<file path="src/rtl/edge_event_arbiter_pkg.sv">
// Shared types for the edge event arbiter.
// edge_pol_t   : polarity of a reported edge (EDGE_FALL=0, EDGE_RISE=1).
// edge_event_t : {channel, polarity}, used for the pending entries and the
//                output slot; the channel field is wide enough for N_MAX.
package edge_event_pkg;

    localparam int N_MAX = 16;
    localparam int CH_W  = $clog2(N_MAX);

    typedef enum logic {
        EDGE_FALL = 1'b0,
        EDGE_RISE = 1'b1
    } edge_pol_t;

    typedef struct packed {
        logic [CH_W-1:0] channel;
        edge_pol_t       polarity;
    } edge_event_t;

endpackage

</file>
<file path="src/rtl/edge_event_arbiter_detector.sv">
// Single-line edge detector.
// Ports:
//   clk  : clock
//   rst  : synchronous active-high reset, clears the sample history
//   line : monitored line (already synchronous to clk)
//   rise : one-cycle pulse after a 0->1 transition has been sampled
//   fall : one-cycle pulse after a 1->0 transition has been sampled
// Both history flops reset to 0, so a line held high across reset release
// produces one rising pulse.
module edge_event_arbiter_detector (
    input  logic clk,
    input  logic rst,
    input  logic line,
    output logic rise,
    output logic fall
);

    logic cur;
    logic prev;

    always_ff @(posedge clk) begin
        if (rst) begin
            cur  <= 1'b0;
            prev <= 1'b0;
        end else begin
            cur  <= line;
            prev <= cur;
        end
    end

    assign rise = cur & ~prev;
    assign fall = ~cur & prev;

endmodule

</file>
<file path="src/rtl/edge_event_arbiter.sv">
// Edge event arbiter: collects rising/falling edge events from N lines,
// buffers one pending event per channel and streams them one at a time over
// a valid/ready interface with round-robin fairness.
// Ports:
//   i_clk, i_rst        : clock, synchronous active-high reset
//   i_in[N]             : monitored lines
//   i_pos_en, i_neg_en  : per-channel rising / falling event enables
//   o_valid, i_ready    : output handshake
//   o_channel, o_polarity : reported event (1 = rising)
//   o_lost[N]           : sticky per-channel drop flags
//   i_clear             : clears o_lost (a new drop in the same cycle wins)
// Build option: define EDGE_EVENT_ARBITER_SYNC_EN to insert a 2-flop
// synchronizer per line ahead of its detector (latency 2 -> 4 cycles).
module edge_event_arbiter
    import edge_event_pkg::*;
#(
    parameter  int N  = 4,
    localparam int CW = (N > 1) ? $clog2(N) : 1
) (
    input  logic          i_clk,
    input  logic          i_rst,
    input  logic [N-1:0]  i_in,
    input  logic [N-1:0]  i_pos_en,
    input  logic [N-1:0]  i_neg_en,
    output logic          o_valid,
    input  logic          i_ready,
    output logic [CW-1:0] o_channel,
    output logic          o_polarity,
    output logic [N-1:0]  o_lost,
    input  logic          i_clear
);

    typedef enum logic {
        SLOT_EMPTY = 1'b0,
        SLOT_FULL  = 1'b1
    } slot_state_t;

    logic [N-1:0]  rise;
    logic [N-1:0]  fall;
    logic [N-1:0]  qual;
    logic [N-1:0]  pend_v;
    edge_event_t   pend_ev [N];
    logic [N-1:0]  lost;
    logic [N-1:0]  lost_set;
    logic [N-1:0]  leaving;

    slot_state_t   state;
    edge_event_t   slot;
    logic [CW-1:0] ptr;

    logic          found;
    logic [CW-1:0] pick;
    logic          load;

    // First requesting channel after 'last', wrapping modulo N.
    function automatic logic [CW:0] rr_pick(input logic [N-1:0]  req,
                                            input logic [CW-1:0] last);
        logic          hit;
        logic [CW-1:0] idx;
        int unsigned   c;
        hit = 1'b0;
        idx = '0;
        for (int unsigned k = 1; k <= N; k++) begin
            c = (32'(last) + k) % N;
            if (!hit && req[c]) begin
                hit = 1'b1;
                idx = CW'(c);
            end
        end
        return {hit, idx};
    endfunction

    for (genvar g = 0; g < N; g++) begin : g_ch
        logic line;
`ifdef EDGE_EVENT_ARBITER_SYNC_EN
        logic [1:0] sync;
        always_ff @(posedge i_clk) begin
            if (i_rst) begin
                sync <= '0;
            end else begin
                sync <= {sync[0], i_in[g]};
            end
        end
        assign line = sync[1];
`else
        assign line = i_in[g];
`endif
        edge_event_arbiter_detector u_det (
            .clk  (i_clk),
            .rst  (i_rst),
            .line (line),
            .rise (rise[g]),
            .fall (fall[g])
        );
    end

    // Masks act only on the pulse itself; stored entries ignore later changes.
    assign qual = (rise & i_pos_en) | (fall & i_neg_en);

    always_comb begin
        {found, pick} = rr_pick(pend_v, ptr);
        load          = found & ((state == SLOT_EMPTY) | i_ready);
        leaving       = '0;
        if (load) begin
            leaving = {{(N-1){1'b0}}, 1'b1} << pick;
        end
        // An entry moving into the slot this cycle frees room for a new event.
        lost_set = qual & pend_v & ~leaving;
    end

    always_ff @(posedge i_clk) begin
        if (i_rst) begin
            pend_v <= '0;
            lost   <= '0;
            for (int unsigned c = 0; c < N; c++) begin
                pend_ev[c] <= '0;
            end
        end else begin
            for (int unsigned c = 0; c < N; c++) begin
                if (leaving[c] || (qual[c] && !pend_v[c])) begin
                    pend_v[c]  <= qual[c];
                    pend_ev[c] <= '{channel: CH_W'(c), polarity: edge_pol_t'(rise[c])};
                end
            end
            lost <= lost_set | (lost & ~{N{i_clear}});
        end
    end

    // Output slot; refilled in the handshake cycle so events stream back to back.
    always_ff @(posedge i_clk) begin
        if (i_rst) begin
            state <= SLOT_EMPTY;
            slot  <= '0;
            ptr   <= CW'(N - 1);
        end else begin
            case (state)
                SLOT_EMPTY: begin
                    if (found) begin
                        state <= SLOT_FULL;
                        slot  <= pend_ev[pick];
                        ptr   <= pick;
                    end
                end
                SLOT_FULL: begin
                    if (i_ready) begin
                        if (found) begin
                            slot <= pend_ev[pick];
                            ptr  <= pick;
                        end else begin
                            state <= SLOT_EMPTY;
                        end
                    end
                end
                default: state <= SLOT_EMPTY;
            endcase
        end
    end

    assign o_valid    = (state == SLOT_FULL);
    assign o_channel  = CW'(slot.channel);
    assign o_polarity = slot.polarity;
    assign o_lost     = lost;

endmodule

</file>
<file path="config.mk">
export PLATFORM = sky130hd
export DESIGN_NAME = edge_event_arbiter
export DESIGN_NICKNAME = d
export VERILOG_FILES = /design/src/rtl/edge_event_arbiter_pkg.sv /design/src/rtl/edge_event_arbiter_detector.sv /design/src/rtl/edge_event_arbiter.sv
export SDC_FILE = /design/constraint.sdc
export NUM_CORES = 1
export LEC_CHECK = 0
export BUFFER_PORTS_ARGS = -buffer_cell sky130_fd_sc_hd__buf_4
export CORE_MARGIN = 4
export CORE_UTILIZATION = 58
export DETAILED_ROUTE_END_ITERATION = 8
export PLACE_DENSITY_LB_ADDON = 0.1
export SETUP_SLACK_MARGIN = 0.5
export SYNTH_ARGS = -nofsm -noshare
export SYNTH_HDL_FRONTEND = slang
export SYNTH_SLANG_ARGS = --single-unit
</file>
<file path="constraint.sdc">
create_clock -name i_clk -period 4.3 [get_ports i_clk]
set_clock_uncertainty 0.2 [all_clocks]
set_input_delay 0.215 -clock i_clk [delete_from_list [all_inputs] [get_ports i_clk]]
set_output_delay 0.215 -clock i_clk [all_outputs]
set_load 0.01 [all_outputs]
</file>
[Word-level counts from Yosys, hierarchy flattened]
Memories as Yosys holds them, arrays and structs flattened.
Cells that the tools add are included.
Storage, ports and cells
  memories kept: 1
  word-level logic and storage cells: 122
  bits of input ports: 16
  bits in writable memories: 12
  output and inout port bits: 8
  flip-flop bits (word level): 24
Cells by class
  reduce and logical (&&, ||, !) cells: 18
  bitwise logic cells: 32
  $lt $le $gt $ge: 4
  muxes and demuxes: 44
  shift-type cells: 1
  equality and inequality tests: 1
  $add $sub $neg: 4
Memory list
  pend_ev: words 4, width 3, rd ports 1, clocked after memory_dff 0, wr ports 4, RTL line edge_event_arbiter.sv:42  | edge_event_t pend_ev [N];
Operators by type and width (number)
  1-bit two-way mux: 24
  4-bit AND: 5
  2-bit by 3-bit < comparator with 1-bit output, second input constant: 4
  2-bit two-way mux: 6
  3-bit two-way mux: 4
  5-bit two-way mux: 2
  5-bit case mux with 2 select lines: 1
  1-bit AND: 9
  1-bit inverter: 9
  1-bit binary-select mux with 2-bit select: 4
  4-bit inverter: 2
  4-bit bitwise OR: 2
  1-bit logical AND: 7
  1-bit logical NOT: 7
  1-bit bitwise OR: 5
  2-bit by 1-bit adder with 2-bit output, second input constant: 2
  2-bit adder, second input constant: 2
  1-bit logical OR: 4
  4-bit two-way mux: 1
  2-bit case mux with 2 select lines: 1
  1-bit by 2-bit left shift with 4-bit output, first input constant: 1
  2-bit inequality test, second input constant: 1
  1-bit case mux with 2 select lines: 1

[Depth between registers and ports, before layout]
Gate-level depths: netlist of the first run.
  depth in word-level cells: 20
  gate-level depth with buffers: 7

[By module]
Synthesis of the first run repeated with hierarchy kept, for this count alone.
Second synthesis, totals
  cells, all modules: 135
  area, all modules: 1372.6 um^2
By module, submodules not included
  edge_event_arbiter: instances 1, area each 1112.3 um^2, seq. area each 470.5 um^2, cells each 111
  edge_event_arbiter_detector: instances 4, area each 65.1 um^2, seq. area each 40.0 um^2, cells each 6

[Worst setup path before layout of the first run]
No wires, ideal clock.
  path type: reg2reg
  start point: reg ptr[0]
  end point: mem pend_ev[0][0] (netlist name), enable pin
  arrival time: 1.456 ns
  clock period less this slack: 1.903 ns
  required time: 3.853 ns
  slack: 2.397 ns
  path buffers: 1
  cell stages (with the launch flop): 7
  cells stage by stage: dfxtp_1 buf_6 nand2b_4 a22o_1 a221oi_4 o22ai_1 or2_1
RTL lines
  start, declared: RTL line edge_event_arbiter.sv:49  | logic [CW-1:0] ptr;
  start signal, assigned: RTL line edge_event_arbiter.sv:134  | ptr <= CW'(N - 1);
  start signal, assigned: RTL line edge_event_arbiter.sv:141  | ptr <= pick;
  start signal, assigned: RTL line edge_event_arbiter.sv:148  | ptr <= pick;
  end, declared: RTL line edge_event_arbiter.sv:42

[Final worst setup path of the first run]
  start point: reg pend_v[3]
  end point: reg lost[3], in the netlist o_lost[3]
Between the ends
  word-level cells in the longest chain between the ends: 17
RTL lines
  start, declared: RTL line edge_event_arbiter.sv:41  | logic [N-1:0] pend_v;
  start signal, assigned by index: RTL line edge_event_arbiter.sv:121  | pend_v[c] <= qual[c];
  1-bit binary-select mux with 2-bit select: RTL line edge_event_arbiter.sv:65  | if (!hit && req[c]) begin
  1-bit two-way mux (not written as such): RTL line edge_event_arbiter.sv:65
  1-bit two-way mux: RTL line edge_event_arbiter.sv:65
  1-bit logical NOT: RTL line edge_event_arbiter.sv:65
  1-bit logical AND: RTL line edge_event_arbiter.sv:65
  1-bit two-way mux: RTL line edge_event_arbiter.sv:65
  1-bit logical NOT: RTL line edge_event_arbiter.sv:65
  1-bit logical AND: RTL line edge_event_arbiter.sv:65
  1-bit two-way mux: RTL line edge_event_arbiter.sv:65
  1-bit logical NOT: RTL line edge_event_arbiter.sv:65
  1-bit logical AND: RTL line edge_event_arbiter.sv:65
  2-bit two-way mux / 1-bit two-way mux (equally long branches): RTL line edge_event_arbiter.sv:65
  1-bit by 2-bit left shift with 4-bit output / 1-bit AND (equally long branches): RTL line edge_event_arbiter.sv:105, edge_event_arbiter.sv:102
  4-bit two-way mux: RTL line edge_event_arbiter.sv:104  | if (load) begin
  4-bit inverter: RTL line edge_event_arbiter.sv:108  | lost_set = qual & pend_v & ~leaving;
  4-bit AND (*): RTL line edge_event_arbiter.sv:108
  4-bit bitwise OR (*): RTL line edge_event_arbiter.sv:125  | lost <= lost_set | (lost & ~{N{i_clear}});
  end signal, assigned: RTL line edge_event_arbiter.sv:125
  end, declared: RTL line edge_event_arbiter.sv:43  | logic [N-1:0] lost;
Every way passes the cells marked *; elsewhere a longest branch is shown, timed or not. The select of a mux whose other input is x is not followed.
A chain may end at the register's enable or synchronous reset.

==> results of run 1 <==
## per-layer routing
layer	global-route usage	up-vias	wire length [microns]
met1	0.233	510	1200
li1	-	560	-
met5	0	-	0
met3	0.0769	5	197
met4	0.0596	0	36
met2	0.326	38	1390
## through the flow
stage	instance area [sq um]	std cells	util	hold WS (ns)	power, mW
finish	1710	198	0.758	0.0546	0.726
global route	1710	198	0.758	0.0516	0.761
CTS	1710	198	0.758	0.0464	0.727
detailed placement	1550	184	0.686	0.217	0.445
global placement	1550	184	0.686	0.215	0.441
floorplan	1400	142	-	0.0939	0.417
## report_power, final
part	leakage (nW)	internal (mW)	switching [mW]
Sequential	0.250	0.297	0.0239
Combinational	0.406	0.0597	0.0639
Clock	0.0552	0.180	0.101
## timing repair
item,4_1_cts,5_1_grt
resized for setup,0,0
endpoints found under the setup margin,0,0
setup buffers,0,0
hold buffers,6,0
hold endpoints to repair,8,0
## kinds of logic (layout without fill, tap and decap cells)
group,count (synthesis),in the layout,share of synthesized area
flip-flops,29,29,0.451
AND/OR/NAND/NOR,58,58,0.251
buffers and inverters,13,41,0.0528
AO/OA/AOI/OAI,35,35,0.195
multiplexers,7,7,0.0501
## area by class of cell
| type | count | area, sq um |
|---|---|---|
| multi-input combinational | 100 | 693 |
| sequential | 29 | 631 |
| fill | 167 | 546 |
| timing repair buffer | 29 | 233 |
| clock inverter | 3 | 65.1 |
| clock buffer | 5 | 37.5 |
| tap | 28 | 35.0 |
| inverter | 4 | 15.0 |
## state kept, by name, summed over array words and instances, names as in the netlist
signal,cells
ptr,2
g_ch.u_det.prev,4
o_valid,1
o_channel,2
g_ch.u_det.cur,4
o_polarity,1
o_lost,4
pend_ev,7
pend_v,4
## critical path: cells and delay by family (launching register included)
kind / cells / cell delay [ns]
and+or+nand+nor: 3 / 0.92
AOI/OAI and AO/OA: 2 / 0.66
DFF: 1 / 0.43
## Yosys cell counts (3+ instances only)
master / number
nor2b_1: 10
inv_1: 4
nand2_1: 9
nand3b_1: 7
a21oi_1: 11
mux2i_1: 7
clkbuf_1: 3
o22ai_1: 3
nor3b_1: 5
nor2_1: 9
nand2b_1: 9
edfxtp_1: 5
o21a_1: 3
dfxtp_1: 24
o21ai_0: 3
## worst paths after layout
kind | endpoint | slack [ns]
max reg2reg | o_lost[3] | 2.04
min | g_ch[0].u_det.cur | 0.05
min reg2reg | o_lost[2] | 0.26
max | o_lost[3] | 2.04
==> flow_summary.html, run 1 <==
<table>
<tr><th>Metric</th><th>Value</th></tr>
<tr><th colspan="2">Run status</th></tr>
<tr><td>Outcome</td><td>finished, final reports clean</td></tr>
<tr><th colspan="2">Timing</th></tr>
<tr><td>Final worst slack</td><td>2.04 ns</td></tr>
<tr><td>Final worst path period share</td><td>0.525</td></tr>
<tr><td>Total count of hold-check failures in the final report</td><td>0</td></tr>
<tr><td>Peak clock frequency supported by timing</td><td>443 MHz</td></tr>
<tr><td>Setup violations, final</td><td>0</td></tr>
<tr><td>Setup Total Neg Slack</td><td>0 ns</td></tr>
<tr><td>Number of slew-limit violations in the final report</td><td>0</td></tr>
<tr><td>Minimum clock period after layout</td><td>2.26 ns</td></tr>
<tr><td>Headroom to the max-slew limit</td><td>0.664</td></tr>
<tr><td>Tightest Pin Transition</td><td>0.491 ns</td></tr>
<tr><td>Unrepaired setup endpoints after global routing</td><td>no</td></tr>
<tr><th colspan="2">Synth</th></tr>
<tr><td>Post-synthesis sequential area ratio</td><td>0.451</td></tr>
<tr><td>Total standard cell area after synthesis</td><td>0.00140 sq mm</td></tr>
<tr><td>Portion of synthesized cell area occupied by the leading cell type</td><td>0.344</td></tr>
<tr><td>Count of distinct cell types in the synthesized netlist</td><td>41</td></tr>
<tr><td>Gate count of the mapped netlist</td><td>142</td></tr>
<tr><td>Flip-flop and latch count after synthesis</td><td>29</td></tr>
<tr><td>Number of enable-type register cells in the synthesized netlist</td><td>5</td></tr>
<tr><td>Per-instance average area after synthesis</td><td>9.84 sq um</td></tr>
<tr><td>Fraction of synthesis flops using an asynchronous set or reset pin</td><td>0</td></tr>
<tr><td>Prevailing post-synth register cell</td><td>dfxtp_1</td></tr>
<tr><td>Syn Nets</td><td>158</td></tr>
<tr><td>Synth area leaders</td><td>dfxtp_1, edfxtp_1, mux2i_1, nor2b_1, nand2b_1</td></tr>
<tr><td>Largest area contributor in the netlist</td><td>dfxtp_1</td></tr>
<tr><td>Warnings, synthesis</td><td>0</td></tr>
<tr><th colspan="2">Job</th></tr>
<tr><td>Max cap viols</td><td>0</td></tr>
<tr><th colspan="2">Floorplan</th></tr>
<tr><td>Initial Utilization</td><td>0.620</td></tr>
<tr><td># IOs</td><td>24</td></tr>
<tr><td>Die H</td><td>57.1 microns</td></tr>
<tr><td>Die ar.</td><td>0.00326 sq mm</td></tr>
<tr><td>Number of core rows</td><td>17</td></tr>
<tr><td>Die X-Extent</td><td>57.1 microns</td></tr>
<tr><td>Area of the core</td><td>0.00225 sq mm</td></tr>
<tr><th colspan="2">GRT</th></tr>
<tr><td>Pin count of the biggest net entering global routing</td><td>35</td></tr>
<tr><td>Number of global-route vias before repair</td><td>1088</td></tr>
<tr><td>Global-route wire length before repair</td><td>4.90 mm</td></tr>
<tr><td>GR Util All Layers</td><td>0.196</td></tr>
<tr><td>Number of antenna violations at the first check in global routing</td><td>0</td></tr>
<tr><td>Sum of overflow across all layers after global routing</td><td>0</td></tr>
<tr><th colspan="2">Clock tree</th></tr>
<tr><td>Clock tree from TritonCTS</td><td>built</td></tr>
<tr><td>CTS sink count</td><td>29</td></tr>
<tr><td>Worst-path clk slew</td><td>0.10 ns</td></tr>
<tr><td>Worst-skew pair later-pin latency</td><td>0.33 ns</td></tr>
<tr><td>Total clock buffers created by CTS</td><td>5</td></tr>
<tr><td>Clock tree root buffer cell</td><td>clkbuf_4</td></tr>
<tr><td>Count of H-tree levels built during CTS</td><td>2</td></tr>
<tr><td>Buffer levels on the longest clock path</td><td>2</td></tr>
<tr><th colspan="2">Setup path</th></tr>
<tr><td>Crit path launch type</td><td>flip-flop</td></tr>
<tr><td>CP Max Fanout</td><td>10</td></tr>
<tr><td>Critical Path, Cell by Cell</td><td>nor4_2 &gt; nand2b_1 &gt; nor2_2 &gt; a2111oi_0 &gt; a21o_1</td></tr>
<tr><td>Worst Path Arrival</td><td>2.33 ns</td></tr>
<tr><td>Kind of critical path</td><td>flip-flop to flip-flop</td></tr>
<tr><td>Critical Path End Type</td><td>flip-flop</td></tr>
<tr><td>Depth of the worst register-to-register path</td><td>5</td></tr>
<tr><td>Standard cell with the maximum stage delay on the critical path</td><td>a2111oi_0</td></tr>
<tr><td>Critical Path RT</td><td>4.37 ns</td></tr>
<tr><td>Launch point of the worst path</td><td>pend_v[3]</td></tr>
<tr><td>Critical register-to-register path startpoint</td><td>pend_v[3]</td></tr>
<tr><td>Largest stage delay on the critical path</td><td>0.53 ns</td></tr>
<tr><th colspan="2">Hold path</th></tr>
<tr><td>Path class of the lowest-slack min-delay path</td><td>input port to flip-flop</td></tr>
<tr><td>Launch instance of the worst min-delay path</td><td>i_rst</td></tr>
<tr><td>Cell depth of the worst min-delay path</td><td>2</td></tr>
<tr><th colspan="2">Route</th></tr>
<tr><td>DRC marker count from the first detailed-route iteration</td><td>27</td></tr>
<tr><td>Total Wirelength</td><td>2.83 mm</td></tr>
<tr><td>Vias</td><td>1113</td></tr>
<tr><td>Wire length per cell after detailed routing</td><td>14.3 microns</td></tr>
<tr><td>TritonRoute pass-1 iters</td><td>4</td></tr>
<tr><td>Per-cell via count in the routed design</td><td>5.62</td></tr>
<tr><td>Post-route ant nets</td><td>0</td></tr>
<tr><td>DRC violation count after routing</td><td>0</td></tr>
<tr><th colspan="2">Placement</th></tr>
<tr><td>Count of buffers from port buffering</td><td>23</td></tr>
<tr><td>Final HPWL from detailed placement</td><td>1.99 mm</td></tr>
<tr><td>Final GP Congestion</td><td>0.799</td></tr>
<tr><td>Worst setup timing slack at the placement stage</td><td>2.06 ns</td></tr>
<tr><th colspan="2">Layout</th></tr>
<tr><td>Share of final-layout standard cells stronger than drive strength 1</td><td>0.235</td></tr>
<tr><td>Area added between synthesis and finish</td><td>22.3%</td></tr>
<tr><td>Antenna diodes</td><td>0</td></tr>
<tr><td>Most used cells in the layout excluding fill and tap cells</td><td>dfxtp_1, buf_4, a21oi_1</td></tr>
<tr><td>Most common library cell in the layout ignoring fill and taps</td><td>dfxtp_1</td></tr>
<tr><td>Total Nets Final</td><td>185</td></tr>
<tr><th colspan="2">Pwr</th></tr>
<tr><td>Power Dens Cells</td><td>425 mW/mm^2</td></tr>
<tr><td>Leakage</td><td>0.711 nW</td></tr>
<tr><td>Worst-case vdd ir drop</td><td>0.329 mV</td></tr>
</table>
(Power assumes the default switching activity.)
==> run 2, diff against run 1 <==
--- a/config.mk
+++ b/config.mk
@@ -5,9 +5,10 @@
 export SDC_FILE = /design/constraint.sdc
 export NUM_CORES = 1
 export LEC_CHECK = 0
+export ABC_AREA = 1
 export BUFFER_PORTS_ARGS = -buffer_cell sky130_fd_sc_hd__buf_4
 export CORE_MARGIN = 4
-export CORE_UTILIZATION = 58
+export CORE_UTILIZATION = 50
 export DETAILED_ROUTE_END_ITERATION = 8
 export PLACE_DENSITY_LB_ADDON = 0.1
 export SETUP_SLACK_MARGIN = 0.5
==> constraint.sdc (replaced) <==
create_clock -name i_clk -period 2.03 [get_ports i_clk]
set_clock_uncertainty 0.2 [all_clocks]
set_input_delay 0.1015 -clock i_clk [delete_from_list [all_inputs] [get_ports i_clk]]
set_output_delay 0.1015 -clock i_clk [all_outputs]
set_load 0.01 [all_outputs]
==> flow_summary.html, run 2 <==
<table>
<tr><th>Metric</th><th>Value</th></tr>
<tr><th colspan="2">Floorplan</th></tr>
<tr><td>Number of core rows</td><td>20 (+3)</td></tr>
<tr><td>Area of the core</td><td>0.00308 sq mm (+37%)</td></tr>
<tr><td># IOs</td><td>24 (unchanged)</td></tr>
<tr><td>Die H</td><td>64.8 microns (+13%)</td></tr>
<tr><td>Die ar.</td><td>0.00420 sq mm (+29%)</td></tr>
<tr><td>Initial Utilization</td><td>0.524 (-0.0963)</td></tr>
<tr><td>Die X-Extent</td><td>64.8 microns (+13%)</td></tr>
<tr><th colspan="2">Route</th></tr>
<tr><td>Wire length per cell after detailed routing</td><td>12.2 microns (-14%)</td></tr>
<tr><td>TritonRoute pass-1 iters</td><td>4 (unchanged)</td></tr>
<tr><td>Total Wirelength</td><td>4.10 mm (+45%)</td></tr>
<tr><td>Post-route ant nets</td><td>0 (unchanged)</td></tr>
<tr><td>Vias</td><td>1619 (+45%)</td></tr>
<tr><td>DRC marker count from the first detailed-route iteration</td><td>72 (+170%)</td></tr>
<tr><td>DRC violation count after routing</td><td>0 (unchanged)</td></tr>
<tr><td>Per-cell via count in the routed design</td><td>4.83 (-14%)</td></tr>
<tr><th colspan="2">Setup path</th></tr>
<tr><td>Crit path launch type</td><td>flip-flop</td></tr>
<tr><td>Launch point of the worst path</td><td>ptr[0]</td></tr>
<tr><td>Critical register-to-register path startpoint</td><td>ptr[0]</td></tr>
<tr><td>Setup crit end</td><td>pend_ev[2][0]</td></tr>
<tr><td>Depth of the worst register-to-register path</td><td>15 (+10)</td></tr>
<tr><td>Kind of critical path</td><td>flip-flop to flip-flop</td></tr>
<tr><td>Worst Path Arrival</td><td>1.95 ns (-0.38 ns)</td></tr>
<tr><td>CP Max Fanout</td><td>8 (-2)</td></tr>
<tr><td>Critical Path End Type</td><td>flip-flop</td></tr>
<tr><td>Worst reg-to-reg setup slack</td><td>-0.07 ns (-2.11 ns)</td></tr>
<tr><td>Critical Path RT</td><td>1.88 ns (-2.49 ns)</td></tr>
<tr><td>Endpoint of the most critical register-to-register path</td><td>pend_ev[2][0]</td></tr>
<tr><th colspan="2">Timing</th></tr>
<tr><td>Unrepaired setup endpoints after global routing</td><td>yes</td></tr>
<tr><td>Headroom to the max-slew limit</td><td>0.541 (-0.123)</td></tr>
<tr><td>Minimum clock period after layout</td><td>2.10 ns (-0.156 ns)</td></tr>
<tr><td>Total count of hold-check failures in the final report</td><td>0 (unchanged)</td></tr>
<tr><td>Setup violations, final</td><td>6 (+6)</td></tr>
<tr><td>Tightest Pin Transition</td><td>0.686 ns (+0.195 ns)</td></tr>
<tr><td>Number of slew-limit violations in the final report</td><td>0 (unchanged)</td></tr>
<tr><td>Peak clock frequency supported by timing</td><td>475 MHz (+7.4%)</td></tr>
<tr><td>Final worst slack</td><td>-0.0740 ns (-2.11 ns)</td></tr>
<tr><td>Final worst path period share</td><td>1.04 (+0.511)</td></tr>
<tr><th colspan="2">Synth</th></tr>
<tr><td>Area fraction in and, or, nand and nor cells after synthesis</td><td>0.427 (+0.176)</td></tr>
<tr><td>Count of distinct cell types in the synthesized netlist</td><td>26 (-37%)</td></tr>
<tr><td>Number of enable-type register cells in the synthesized netlist</td><td>5 (unchanged)</td></tr>
<tr><td>Flip-flop and latch count after synthesis</td><td>29 (unchanged)</td></tr>
<tr><td>Per-instance average area after synthesis</td><td>7.29 sq um (-26%)</td></tr>
<tr><td>Warnings, synthesis</td><td>0 (unchanged)</td></tr>
<tr><td>Total standard cell area after synthesis</td><td>0.00161 sq mm (+15%)</td></tr>
<tr><td>Syn Nets</td><td>237 (+50%)</td></tr>
<tr><td>Multiplexer area fraction after synthesis</td><td>0 (-0.0501)</td></tr>
<tr><td>Post-synthesis xor/xnor area fraction</td><td>0 (unchanged)</td></tr>
<tr><td>Top cells by instance count after synthesis</td><td>nand2_1, inv_1, dfxtp_1, nand3_1, nand2_2</td></tr>
<tr><td>Synth area leaders</td><td>dfxtp_1, nand2_1, edfxtp_1, nand2_2, inv_1</td></tr>
<tr><td>Portion of synthesized cell area occupied by the leading cell type</td><td>0.298 (-0.0456)</td></tr>
<tr><td>Post-synthesis sequential area ratio</td><td>0.391 (-0.0599)</td></tr>
<tr><td>Fraction of synthesis flops using an asynchronous set or reset pin</td><td>0 (unchanged)</td></tr>
<tr><td>Compound-gate portion of the synthesized area</td><td>0.0769 (-0.118)</td></tr>
<tr><td>Prevailing post-synth register cell</td><td>dfxtp_1</td></tr>
<tr><td>Share of synthesized cell area in full adder, half adder and majority cells</td><td>0 (unchanged)</td></tr>
<tr><td>Most used standard cell by instance count after synthesis</td><td>nand2_1</td></tr>
<tr><td>Largest area contributor in the netlist</td><td>dfxtp_1</td></tr>
<tr><td>Largest family of logic cells by synthesized area</td><td>simple AND/OR/NAND/NOR gates</td></tr>
<tr><td>Gate count of the mapped netlist</td><td>221 (+56%)</td></tr>
<tr><th colspan="2">Clock tree</th></tr>
<tr><td>Clock tree from TritonCTS</td><td>built</td></tr>
<tr><td>Total clock buffers created by CTS</td><td>5 (unchanged)</td></tr>
<tr><td>Worst-skew pair later-pin latency</td><td>0.33 ns (about the same)</td></tr>
<tr><td>Clock tree root buffer cell</td><td>clkbuf_4</td></tr>
<tr><td>Worst-path clk slew</td><td>0.09 ns (about the same)</td></tr>
<tr><td>Count of H-tree levels built during CTS</td><td>2 (unchanged)</td></tr>
<tr><td>Buffer levels on the longest clock path</td><td>2 (unchanged)</td></tr>
<tr><td>CTS sink count</td><td>29 (unchanged)</td></tr>
<tr><th colspan="2">Layout</th></tr>
<tr><td>Antenna diodes</td><td>0 (unchanged)</td></tr>
<tr><td>Area added between synthesis and finish</td><td>54.3%</td></tr>
<tr><td>Most common library cell in the layout ignoring fill and taps</td><td>buf_4</td></tr>
<tr><td>Total Nets Final</td><td>306 (+65%)</td></tr>
<tr><td>Sequential cell area</td><td>639 sq um (+1.4%)</td></tr>
<tr><td>Top reg by flops</td><td>pend_ev</td></tr>
<tr><td>Max FFs per register</td><td>7 (unchanged)</td></tr>
<tr><td>Most used cells in the layout excluding fill and tap cells</td><td>buf_4, inv_1, nand2_1</td></tr>
<tr><td>Final Instance Count excl. Fillers</td><td>335 (+69%)</td></tr>
<tr><td>Fill cells</td><td>220 (+32%)</td></tr>
<tr><td>Share of final-layout standard cells stronger than drive strength 1</td><td>0.478 (+0.242)</td></tr>
<tr><td>Footprint of the multi-input gates</td><td>0.00104 sq mm (+50%)</td></tr>
<tr><th colspan="2">Placement</th></tr>
<tr><td>Post-Place Cells</td><td>303 (+65%)</td></tr>
<tr><td>Worst setup timing slack at the placement stage</td><td>-0.0267 ns (-2.09 ns)</td></tr>
<tr><td>Final GP Congestion</td><td>0.851 (+6.5%)</td></tr>
<tr><td>Final HPWL from detailed placement</td><td>2.49 mm (+25%)</td></tr>
<tr><td>Count of buffers from port buffering</td><td>23 (unchanged)</td></tr>
<tr><th colspan="2">GRT</th></tr>
<tr><td>Number of antenna violations at the first check in global routing</td><td>0 (unchanged)</td></tr>
<tr><td>Sum of overflow across all layers after global routing</td><td>0 (unchanged)</td></tr>
<tr><td>Pin count of the biggest net entering global routing</td><td>16 (-54%)</td></tr>
<tr><td>GR Util All Layers</td><td>0.194 (-0.00237)</td></tr>
<tr><td>Global-route wire length before repair</td><td>6.32 mm (+29%)</td></tr>
<tr><td>Number of global-route vias before repair</td><td>1487 (+37%)</td></tr>
<tr><th colspan="2">Run status</th></tr>
<tr><td>Outcome</td><td>finished, violations left</td></tr>
<tr><td>Violated checks</td><td>setup timing</td></tr>
<tr><th colspan="2">Pwr</th></tr>
<tr><td>Leakage</td><td>1.21 nW (+71%)</td></tr>
<tr><td>Worst-case vdd ir drop</td><td>0.634 mV (+93%)</td></tr>
<tr><td>Power Dens Cells</td><td>1260 mW/mm^2 (+200%)</td></tr>
<tr><th colspan="2">Job</th></tr>
<tr><td>Max cap viols</td><td>0 (unchanged)</td></tr>
<tr><th colspan="2">Hold path</th></tr>
<tr><td>Path class of the lowest-slack min-delay path</td><td>input port to flip-flop</td></tr>
</table>
==> run 2: cell count changes in the layout (fill, tap and decap cells not counted), moves of 10 or more <==
cell     before  now
inv_1         4   31
nand2_4       0   26
buf_4        23   47
nand2_1       9   30
nand2_2       0   19
nand3_1       0   14
nor2b_1      10    0
==> run 2: worst min path at each step <==
stage / start / end / slack, ns / cells after the start
4_1_cts: i_pos_en[0] / pend_v[0] / 0.003 / 5
3_5_place_dp: i_in[0] / g_ch[0].u_det.cur / 0.11 / 3
2_1_floorplan: i_in[0] / g_ch[0].u_det.cur / 0.008 / 2
3_3_place_gp: i_in[3] / g_ch[3].u_det.cur / 0.10 / 3
5_1_grt: i_pos_en[2] / o_lost[2] / 0.04 / 5
6_report: i_pos_en[0] / pend_v[0] / 0.01 / 5
==> run 2: cells by family (layout without fill, tap and decap cells) <==
group	count (synthesis)	after routing
buffers and inverters	41	111
DFF	29	29
AOI/OAI and AO/OA	21	21
and+or+nand+nor	130	130
==> run 2: layout make-up <==
type / instances / share of cell area
Clock inverter: 2 / 0.00402
Timing Repair Buffer: 66 / 0.224
Tap cell: 44 / 0.0221
Clock buffer: 6 / 0.0166
Inverter: 37 / 0.0589
Multi-Input combinational cell: 151 / 0.417
Sequential cell: 29 / 0.257
==> run 2: power by group <==
part	switching [mW]	total, mW	internal (mW)
Sequential	0.0689	0.774	0.706
Clock	0.202	0.333	0.132
Combinational	1.15	2.04	0.889
==> run 2: stage by stage <==
| step | TNS, ns | utilization | cell area (sq um) | power, mW | hold WS, ns |
|---|---|---|---|---|---|
| 5_1_grt | -1.48 | 0.808 | 2490 | 3.37 | 0.0363 |
| 3_5_place_dp | -0.0267 | 0.646 | 1990 | 2.34 | 0.111 |
| 6_report | -0.335 | 0.808 | 2490 | 3.15 | 0.0148 |
| 3_3_place_gp | 0 | 0.646 | 1990 | 2.32 | 0.101 |
| 2_1_floorplan | 0 | - | 1640 | 1.86 | 0.00847 |
| 4_1_cts | 0 | 0.724 | 2230 | 2.75 | 0.00294 |
==> run 2: critical path, cell delays in order, from the launching register on <==
cell     delay [ns]
dfxtp_4        0.39
buf_12         0.11
inv_8          0.05
nand2_4        0.06
nand2_4        0.06
nand2_4        0.08
nand2_4        0.08
nor2_8         0.13
nand2_2        0.06
nand2_2        0.07
nand2_4        0.09
nor2_4         0.16
nand2_4        0.10
nand2_4        0.09
nand2_2        0.05
nand2_2        0.05
==> run 2: repair_timing <==
action | CTS | global route
gates resized for setup | 7 | 50
hold endpoints to repair | 20 | 0
buffers inserted | 3 | 7
hold buffers | 14 | 0
pin swaps | 1 | 16
endpoints found under the setup margin | 26 | 26
==> run 2: routing by layer <==
metal / routed length, microns / share of wire / vias up / track usage
li1: - / - / 823 / -
met1: 1650 / 0.40 / 741 / 0.235
met2: 2100 / 0.51 / 43 / 0.328
met3: 245 / 0.060 / 12 / 0.0433
met4: 99 / 0.024 / 0 / 0.0818
met5: 0 / 0 / - / 0
